<file path="src/rtl/intr_ctrl.sv">
// Interrupt/exception controller for the EX stage: arbitrates exceptions and a latched
// external interrupt, drives Cause/EPC writes, flush and PC redirect. Define INTR_SYNC_EN for a 2-FF ext_intr synchronizer.
module intr_ctrl #(
  parameter logic [31:0] HANDLER_VEC = 32'h0000_0004
) (
  input  logic        clk,
  input  logic        rst,
  input  logic        ext_intr,
  input  logic        ex_valid,
  input  logic        stall,
  input  logic [31:0] ex_pc,
  input  logic        exc_ov,
  input  logic        exc_ri,
  input  logic        exc_sys,
  input  logic        eret,
  input  logic [31:0] epc_q,
  output logic [31:0] cause_data,
  output logic        cause_write,
  output logic [31:0] epc_data,
  output logic        epc_write,
  output logic        flush,
  output logic        redirect,
  output logic [31:0] redirect_pc,
  output logic        in_handler,
  output logic        nested_err
);

  typedef enum logic [1:0] {IDLE, ENTER, HANDLER, RETURN} state_t;

  state_t      state, state_nxt;
  logic        ext_in, ext_prev, rise;
  logic        pending, nested_err_q;
  logic        exc_any, take, take_ext, ret;
  logic [1:0]  exccode;

`ifdef INTR_SYNC_EN
  logic sync1, sync2;

  always_ff @(posedge clk or posedge rst) begin
    if (rst) begin
      sync1 <= 1'b0;
      sync2 <= 1'b0;
    end else begin
      sync1 <= ext_intr;
      sync2 <= sync1;
    end
  end

  assign ext_in = sync2;
`else
  assign ext_in = ext_intr;
`endif

  assign rise     = ext_in & ~ext_prev;
  assign exc_any  = exc_ov | exc_ri | exc_sys;
  assign take     = (state == IDLE) & ex_valid & ~stall & (exc_any | pending);
  assign take_ext = take & ~exc_any;
  assign ret      = (state == HANDLER) & ex_valid & ~stall & eret;

  always_comb begin
    exccode = 2'b00;
    if (exc_ov)       exccode = 2'b11;
    else if (exc_ri)  exccode = 2'b10;
    else if (exc_sys) exccode = 2'b01;
  end

  always_ff @(posedge clk or posedge rst) begin
    if (rst) begin
      state        <= IDLE;
      ext_prev     <= 1'b0;
      pending      <= 1'b0;
      nested_err_q <= 1'b0;
    end else begin
      state    <= state_nxt;
      ext_prev <= ext_in;
      // a new edge in the same cycle as the take must not be lost
      pending  <= rise | (pending & ~take_ext);
      if ((state == HANDLER) && ex_valid && exc_any)
        nested_err_q <= 1'b1;
    end
  end

  always_comb begin
    state_nxt   = state;
    cause_data  = '0;
    cause_write = 1'b0;
    epc_data    = '0;
    epc_write   = 1'b0;
    flush       = 1'b0;
    redirect    = 1'b0;
    redirect_pc = '0;
    in_handler  = 1'b0;
    nested_err  = 1'b0;
    if (!rst) begin
      nested_err = nested_err_q;
      case (state)
        IDLE: begin
          if (take) begin
            cause_write = 1'b1;
            cause_data  = {28'b0, exccode, 2'b00};
            epc_write   = 1'b1;
            epc_data    = (exccode == 2'b01) ? ex_pc + 32'd4 : ex_pc;
            flush       = 1'b1;
            redirect    = 1'b1;
            redirect_pc = HANDLER_VEC;
            state_nxt   = ENTER;
          end
        end
        ENTER: begin
          flush     = 1'b1;
          state_nxt = HANDLER;
        end
        HANDLER: begin
          in_handler = 1'b1;
          if (ret) begin
            flush       = 1'b1;
            redirect    = 1'b1;
            redirect_pc = epc_q;
            state_nxt   = RETURN;
          end
        end
        RETURN: begin
          flush     = 1'b1;
          state_nxt = IDLE;
        end
        default: state_nxt = IDLE;
      endcase
    end
  end

endmodule

</file>
<file path="config.mk">
export PLATFORM = sky130hd
export DESIGN_NAME = intr_ctrl
export DESIGN_NICKNAME = d
export VERILOG_FILES = /design/src/rtl/intr_ctrl.sv
export SDC_FILE = /design/constraint.sdc
export NUM_CORES = 1
export LEC_CHECK = 0
export ABC_AREA = 0
export ABC_CLOCK_PERIOD_IN_PS = 2250
export BUFFER_PORTS_ARGS = -buffer_cell sky130_fd_sc_hd__buf_2
export CAP_MARGIN = 20
export CORE_MARGIN = 2
export CORE_UTILIZATION = 36
export DETAILED_ROUTE_END_ITERATION = 8
export HOLD_SLACK_MARGIN = 0.06
export PLACE_DENSITY = 0.82
export SYNTH_ARGS = -nofsm -noshare
export SYNTH_HDL_FRONTEND = slang
export SYNTH_SLANG_ARGS = --single-unit
</file>
<file path="constraint.sdc">
create_clock -name clk -period 2.25 [get_ports clk]
set_input_delay 0 -clock clk [delete_from_list [all_inputs] [get_ports clk]]
set_output_delay 0 -clock clk [all_outputs]
set_load 0.01 [all_outputs]
</file>
== Yosys cells after proc, flatten, opt, wreduce, memory -nomap -nowiden ==
Index checks and enable logic that the tools add are counted.
Widths: inputs -> output; s select.

* Add/sub/neg operators: 1
* Eq/ne operators: 6
* Multiplexer cells: 28
* Bitwise logic cells: 18
* Reductions and logical operators: 5

{| class="wikitable"
|+ Operators with widths
! cell !! number
|-
| $mux 32 || 6
|-
| $pmux 32 s2 || 1
|-
| $add 32x3->32 const B || 1
|-
| $mux 4 || 3
|-
| $mux 1 || 10
|-
| $and 1x1->1 || 9
|-
| $mux 2 || 4
|-
| $pmux 2 s4 || 1
|-
| $not 1->1 || 5
|-
| $eq 2x1->1 const B || 2
|-
| $eq 2x2->1 const B || 2
|-
| $ne 2x2->1 const B || 2
|-
| $or 1x1->1 || 4
|-
| $mux 3 || 1
|-
| $pmux 1 s3 || 1
|-
| $reduce_and 3->1 || 1
|-
| $logic_and 1x1->1 || 2
|-
| $logic_not 2->1 || 1
|-
| $pmux 1 s2 || 1
|-
| $reduce_or 2->1 || 1
|}

* Register bits: 5
* Bits of input ports: 73
* Output and inout port bits: 102
* Logic and storage cells: 62

== Depth between registers and ports, before layout ==
Gate-level depths: netlist of run 1.

* Depth after elaboration: 8
* Mapped depth: 8
* Mapped depth without buffers: 7

== Least setup slack after synthesis of run 1 ==
No wires, ideal clock.

* Path kind: register -> output
* Start: register state[0]
* End: output port epc_data[15]
* Data arrival time: 1.838 ns
* Data required time: 2.250 ns
* Setup slack: 0.412 ns
* Stages on the path, launching flop included: 8
* Buffers on the path: 1
* Path through: dfrtp_1 inv_1 ha_1 nand3b_1 or3_1 clkbuf_1 or4_1 nand2_1

* Longest elaborated chain between the ends: 7

{| class="wikitable"
|+ Ends and longest elaborated chain
! item !! RTL line !! text
|-
| start: declaration || 30 || <nowiki>state_t state, state_nxt;</nowiki>
|-
| start signal: assignment || 74 || <nowiki>state <= state_nxt;</nowiki>
|-
| $logic_not 2->1 (*) || 56, 96 ||
|-
| $and 1x1->1 (3 in series) || 56 || <nowiki>assign take = (state == IDLE) & ex_valid & ~stall & (exc_any | pending);</nowiki>
|-
| $mux 32 || 98 || <nowiki>if (take) begin</nowiki>
|-
| $mux 32 (*) || 96 || <nowiki>case (state)</nowiki>
|-
| $mux 32 (*) || 94 || <nowiki>if (!rst) begin</nowiki>
|-
| end: declaration || 19 || <nowiki>output logic [31:0] epc_data,</nowiki>
|}

Every way passes the cells marked *; elsewhere a longest branch is shown, timed or not.

== Worst setup path after layout of run 1 ==
* Start: register state[1]
* End: output port epc_data[15]

The elaborated chain is that of the path after synthesis.

==> results.toml, run 1 <==
[status]
run_status = "complete, no violations"

[worst_setup_path]
crit_path_start_kind = "flip-flop"
r2r-start = "state[1]"
worst_ep_required_time_ns = 2.25
reg2reg_to = "state[1]"
reg2regPathDepth = 6
r2r_slack_ns = 0.25
setup.worst_path.class = "flip-flop to output pin"
cp_num_buf_inv = 2
crit_path_end_kind = "output pin"
cp.arrival_ns = 2.13
path_cells = "inv_2 -> ha_2 -> nand3b_1 -> or3_4 -> or4_1 -> nand2_1 -> buf_2"
cp_slowest_stage_delay_ns = 0.51
slowest_stage = "or4_1"
crit_family = "simple AND/OR/NAND/NOR gates"
cp_max_fo = 4

[clock_tree]
htreeDepth = 1
cts_buffer_depth = 2
clock_latency_ns = 0.23
cts_sinks = 5
cts_tree = "done"
numCtsBuffers = 3
cts.clk_slew.worst_paths_ns = 0.04
cts-root-buf = "clkbuf_8"

[drt]
vias = 2225
ant_nets = 0
first_pass_iters = 4
viasPerCell = 5.068
wire_per_inst_um = 12.89
routed_wl_um = 5660
drt_iter0_drc = 101
remaining_drc_errors = 0

[synth]
synth_top_area_share = 0.1389
yosys_warnings = 0
ys_top_cells_by_area = "buf_4 (14%), and2_1 (13%), dfrtp_1 (7.5%)"
ys_ff_latch = 5
synth_top_area_cell = "buf_4"
ys_types = 45
synth_area_mm2 = 0.001675
synth_cells = 243
synth_seq_area_share = 0.07468
avgSynthCellArea_um2 = 6.894

[placed_design]
placedCellCount = 431
place_hpwl_um = 4517
io_buffers = 144
place_congestion = 0.8528
post-place-ws_ns = 0.2375
placed_cell_area_mm2 = 0.002317

[pwr]
p_sw_mw = 0.3472
power_density_mw_per_mm2 = 332.1
power.leakage_nw = 1.326
intPower_mw = 0.4523
ir_drop_uv = 400.4
swShare = 0.4343
pwr-share-seq = 0.168
power_mw = 0.7995
combPwrFrac = 0.615
clock_power_share = 0.217

[floorplanning]
fp.dieH_um = 72.22
ios = 175
dieArea_mm2 = 0.005216
core-area_mm2 = 0.004414
fp.dieW_um = 72.22
row_count = 24
initial_core_util = 0.3795

[final_layout]
stdcell_count = 439
diodes = 0
fin_nets = 467
design_area_mm2 = 0.002407
drive_gt1_frac = 0.4212
area_growth_pct = 43.69

[global_routing]
grt_first_pass_wirelength_um = 8631
grt.total_usage = 0.2014
antenna_found_initial = 0
grt_pass1_vias = 1968
grt_max_degree = 34
overflow = 0

[sta]
slew_violations = 0
tns_ns = 0
finalCriticalPeriod_ns = 2.132
fin_ws_ns = 0.1176
skew_ns = 0.002117
setup_violations = 0
post-route-period-util = 0.9477
fmax_ghz = 0.4690
rsz0062_at_grt = "false"
timing.final.hold_violations = 0

[hold_path]
hold_end = "pending"
worstHoldStart = "stall"
hold_depth = 4
hp-class = "input pin to flip-flop"

[flow_run]
cap_viol_max_count = 0
layer usage:
layer	GRT usage	part of all wire	routed length [µm]
met4	0.05451	0.017	96
met5	0	0	0
met2	0.3843	0.53	2988
met1	0.2297	0.37	2088
met3	0.03056	0.086	486
cell usage in the layout, fill, tap and decap left out, types with 4 or more instances in the layout:
cell type,count
buf_4,6
inv_1,11
buf_2,144
dfrtp_1,5
nor2_1,14
nand4_1,7
a21oi_1,20
and2_1,34
or4_1,13
xnor2_1,5
conb_1,30
nand2_1,10
o21ai_0,5
or3_1,6
xor2_1,4
o31ai_1,12
ha_1,5
nand3_1,9
stage by stage:
stage / utilization / hold WS (ns)
after floorplan: - / -0.2215
after global placement: 0.5249 / -0.03311
after detailed placement: 0.5249 / -0.02536
after CTS: 0.5420 / 0.1781
after global routing: 0.5454 / 0.2185
final: 0.5454 / 0.1801
power groups by stage:
stage | Combinational, mW | Clock [mW] | Sequential [mW]
after global placement | 0.441 | 0 | 0.133
final | 0.492 | 0.173 | 0.134
after floorplan | 0.301 | 0 | 0.130
after detailed placement | 0.456 | 0 | 0.136
after CTS | 0.464 | 0.172 | 0.135
after global routing | 0.545 | 0.178 | 0.136
flip-flops by register name (all words and copies together), names as in the netlist:
| name | cells |
|---|---|
| ext_prev | 1 |
| nested_err_q | 1 |
| pending | 1 |
| state | 2 |
what timing repair did:
action,in CTS,in global routing
gates resized for setup,0,4
setup endpoints to repair,0,3
hold endpoints to repair,8,0
hold buffers,3,0
setup buffers,0,1
worst reg2reg max path: cells and delay by family (launching register included):
| kind | cells | cell delay [ns] |
|---|---|---|
| mux | 1 | 0.38 |
| flops | 1 | 0.41 |
| buf+inv | 1 | 0.09 |
| simple gates | 2 | 0.39 |
| fa+ha+maj | 1 | 0.19 |
| compound gates | 1 | 0.41 |
logic make-up (layout without fill, tap and decap cells):
group,count (synthesis),in the layout,synth area share
compound gates,47,47,0.1755
mux,2,2,0.01270
flops,5,5,0.07468
buf+inv,55,170,0.2024
xor+xnor,9,9,0.04705
other cells,1,30,0.002238
fa+ha+maj,6,6,0.04481
simple gates,118,118,0.4406
cell usage after synthesis, drive strengths merged:
cell type / instances
a2111oi: 1
a211o: 1
a211oi: 1
a21oi: 20
a221oi: 1
a31o: 1
and2: 34
and3: 2
and4: 2
buf: 34
clkbuf: 8
conb: 1
dfrtp: 5
ha: 6
inv: 13
mux2: 1
mux2i: 1
nand2: 10
nand3: 9
nand3b: 2
nand4: 8
nand4bb: 3
nor2: 14
nor2b: 3
nor3: 1
nor3b: 1
nor4: 3
nor4bb: 1
o211ai: 1
o21ai: 7
o31ai: 12
o32a: 1
o41ai: 1
or2: 3
or3: 7
or4: 14
or4b: 1
xnor2: 5
xor2: 4
worst max-delay path by stage:
| stage | startpoint | to | slack, ns | depth (start not counted) |
|---|---|---|---|---|
| after CTS | state[0] | epc_data[15] | 0.07 | 7 |
| final | state[1] | epc_data[15] | 0.12 | 7 |
| after detailed placement | state[1] | state[1] | 0.24 | 6 |
| after global placement | state[0] | state[1] | 0.34 | 6 |
| after global routing | state[1] | epc_data[15] | 0.00004 | 7 |
| after floorplan | state[0] | epc_data[15] | 0.41 | 7 |
layout make-up:
type	instances	area, µm²
Sequential cell	5	125.1
Clock buffer	4	45.04
Fill cell	420	2007
Multi-Input combinational cell	212	1328
Tap cell	52	65.06
Timing Repair Buffer	153	795.8
Inverter	13	48.80
Note: power is estimated with default switching activity, not from simulation.
==> run 2: changes to the inputs <==
--- a/config.mk
+++ b/config.mk
@@ -8,12 +8,12 @@
 export ABC_AREA = 0
 export ABC_CLOCK_PERIOD_IN_PS = 2250
 export BUFFER_PORTS_ARGS = -buffer_cell sky130_fd_sc_hd__buf_2
-export CAP_MARGIN = 20
 export CORE_MARGIN = 2
 export CORE_UTILIZATION = 36
 export DETAILED_ROUTE_END_ITERATION = 8
 export HOLD_SLACK_MARGIN = 0.06
 export PLACE_DENSITY = 0.82
+export REMOVE_ABC_BUFFERS = 1
 export SYNTH_ARGS = -nofsm -noshare
 export SYNTH_HDL_FRONTEND = slang
 export SYNTH_SLANG_ARGS = --single-unit
==> results.toml, run 2 (synthesized netlist as in run 1, its figures left out) <==
[status]
run_status = "complete, no violations"

[worst_setup_path]
r2r-start = "state[0]"
cp.arrival_ns = 2.17
setup.worst_path.class = "flip-flop to output pin"
worst_ep_required_time_ns = 2.25
crit_path_end_kind = "output pin"
crit_path_start_kind = "flip-flop"
worstSetupStartpoint = "state[0]"
cp_max_fo = 4

[hold_path]
worstHoldStart = "stall"
hp-class = "input pin to flip-flop"

[pwr]
power.leakage_nw = 1.318
ir_drop_uv = 401.2
pwr-share-seq = 0.175
intPower_mw = 0.4385
p_sw_mw = 0.3304
swShare = 0.4297
clock_power_share = 0.215
combPwrFrac = 0.609
power_density_mw_per_mm2 = 320.9

[sta]
tns_ns = 0
post-route-period-util = 0.9632
timing.final.hold_violations = 0
rsz0062_at_grt = "false"
fin_ws_ns = 0.08271
slew_headroom = 0.6684
skew_ns = 0.00003181
fmax_ghz = 0.4614
tightest_slew_ns = 0.4937
setup_violations = 0
slew_violations = 0
finalCriticalPeriod_ns = 2.167

[drt]
drt_iter0_drc = 61
ant_nets = 0
vias = 2189
viasPerCell = 5.009
wire_per_inst_um = 13.04
routed_wl_um = 5699
remaining_drc_errors = 0
first_pass_iters = 4

[global_routing]
grt.total_usage = 0.2057
grt_pass1_vias = 1952
overflow = 0
grt_max_degree = 33
antenna_found_initial = 0
grt_first_pass_wirelength_um = 8845

[clock_tree]
clock_latency_ns = 0.22
cts.clk_slew.worst_paths_ns = 0.04
cts-root-buf = "clkbuf_8"
numCtsBuffers = 3
htreeDepth = 1
cts_buffer_depth = 2
cts_sinks = 5
post_cts_buffers = 0
cts_tree = "done"

[final_layout]
largest_reg_flops = 2
drive_gt1_frac = 0.4156
diodes = 0
design_area_mm2 = 0.002396
mostFrequentLayoutCells = "buf_2 (144), and2_1 (34), conb_1 (30)"
top_register = "state"
final_common_cell = "buf_2"
stdcell_count = 437
fin_nets = 465
final_util = 0.5428
area_growth_pct = 43.02
fill_cells = 440

[placed_design]
io_buffers = 144
post-place-ws_ns = 0.2554
place_hpwl_um = 4771
place_congestion = 0.8508
placedCellCount = 430
placed_cell_area_mm2 = 0.002310

[floorplanning]
fp.dieW_um = 72.22
fp.dieH_um = 72.22
dieArea_mm2 = 0.005216
initial_core_util = 0.3795
ios = 175
core-area_mm2 = 0.004414
row_count = 24

[flow_run]
cap_viol_max_count = 0
run 2: final timing paths:
check / end / cells past startpoint / slack [ns]
min: pending / 4 / 0.24
max in group asynchronous: ext_prev / 3 / 1.75
min in group asynchronous: state[1] / 3 / 0.32
min reg2reg: pending / 1 / 0.45
max: epc_data[15] / 7 / 0.08
max reg2reg: state[1] / 6 / 0.24
run 2: per-stage QoR:
stage | hold slack (ns) | total power [mW]
final | 0.2370 | 0.7689
after global routing | 0.2573 | 0.8328
after CTS | 0.2098 | 0.7640
after detailed placement | -0.01838 | 0.5922
after global placement | -0.02697 | 0.5702
after floorplan | -0.2215 | 0.3853
run 2: what timing repair did:
action | 4_1_cts | 5_1_grt
hold endpoints to repair | 8 | 0
setup endpoints to repair | 0 | 5
hold buffers | 3 | 0
resized for setup | 0 | 4
run 2: layout make-up:
cell class                      instances  area (µm²)  area share
Inverter                               13       48.80     0.02037
Clock buffer                            4       45.04     0.01880
Sequential cell                         5       125.1     0.05222
Timing Repair Buffer                  151       784.5      0.3274
Tap cell                               52       65.06     0.02715
Multi-Input combinational cell        212        1328      0.5540
run 2: power by group through the flow:
stage | Sequential, mW | Combinational, mW | Clock (mW)
6_report | 0.135 | 0.469 | 0.165
5_1_grt | 0.138 | 0.521 | 0.174
4_1_cts | 0.134 | 0.463 | 0.167
3_5_place_dp | 0.135 | 0.457 | 0
3_3_place_gp | 0.131 | 0.439 | 0
2_1_floorplan | 0.130 | 0.255 | 0
run 2: routing by layer:
layer  part of all wire  GRT usage  routed length (µm)
met1               0.43     0.2826                2448
met2               0.49     0.3517                2815
met3              0.071    0.02361                 402
met4             0.0054    0.03145                  31
met5                  0          0                   0
run 2: worst max-delay path: stages, from the launching register on:
cell      delay [ns]
dfrtp_1         0.41
inv_1           0.12
ha_2            0.21
nand3b_1        0.12
or3_4           0.39
or4_1           0.51
nand2_1         0.08
buf_2           0.12
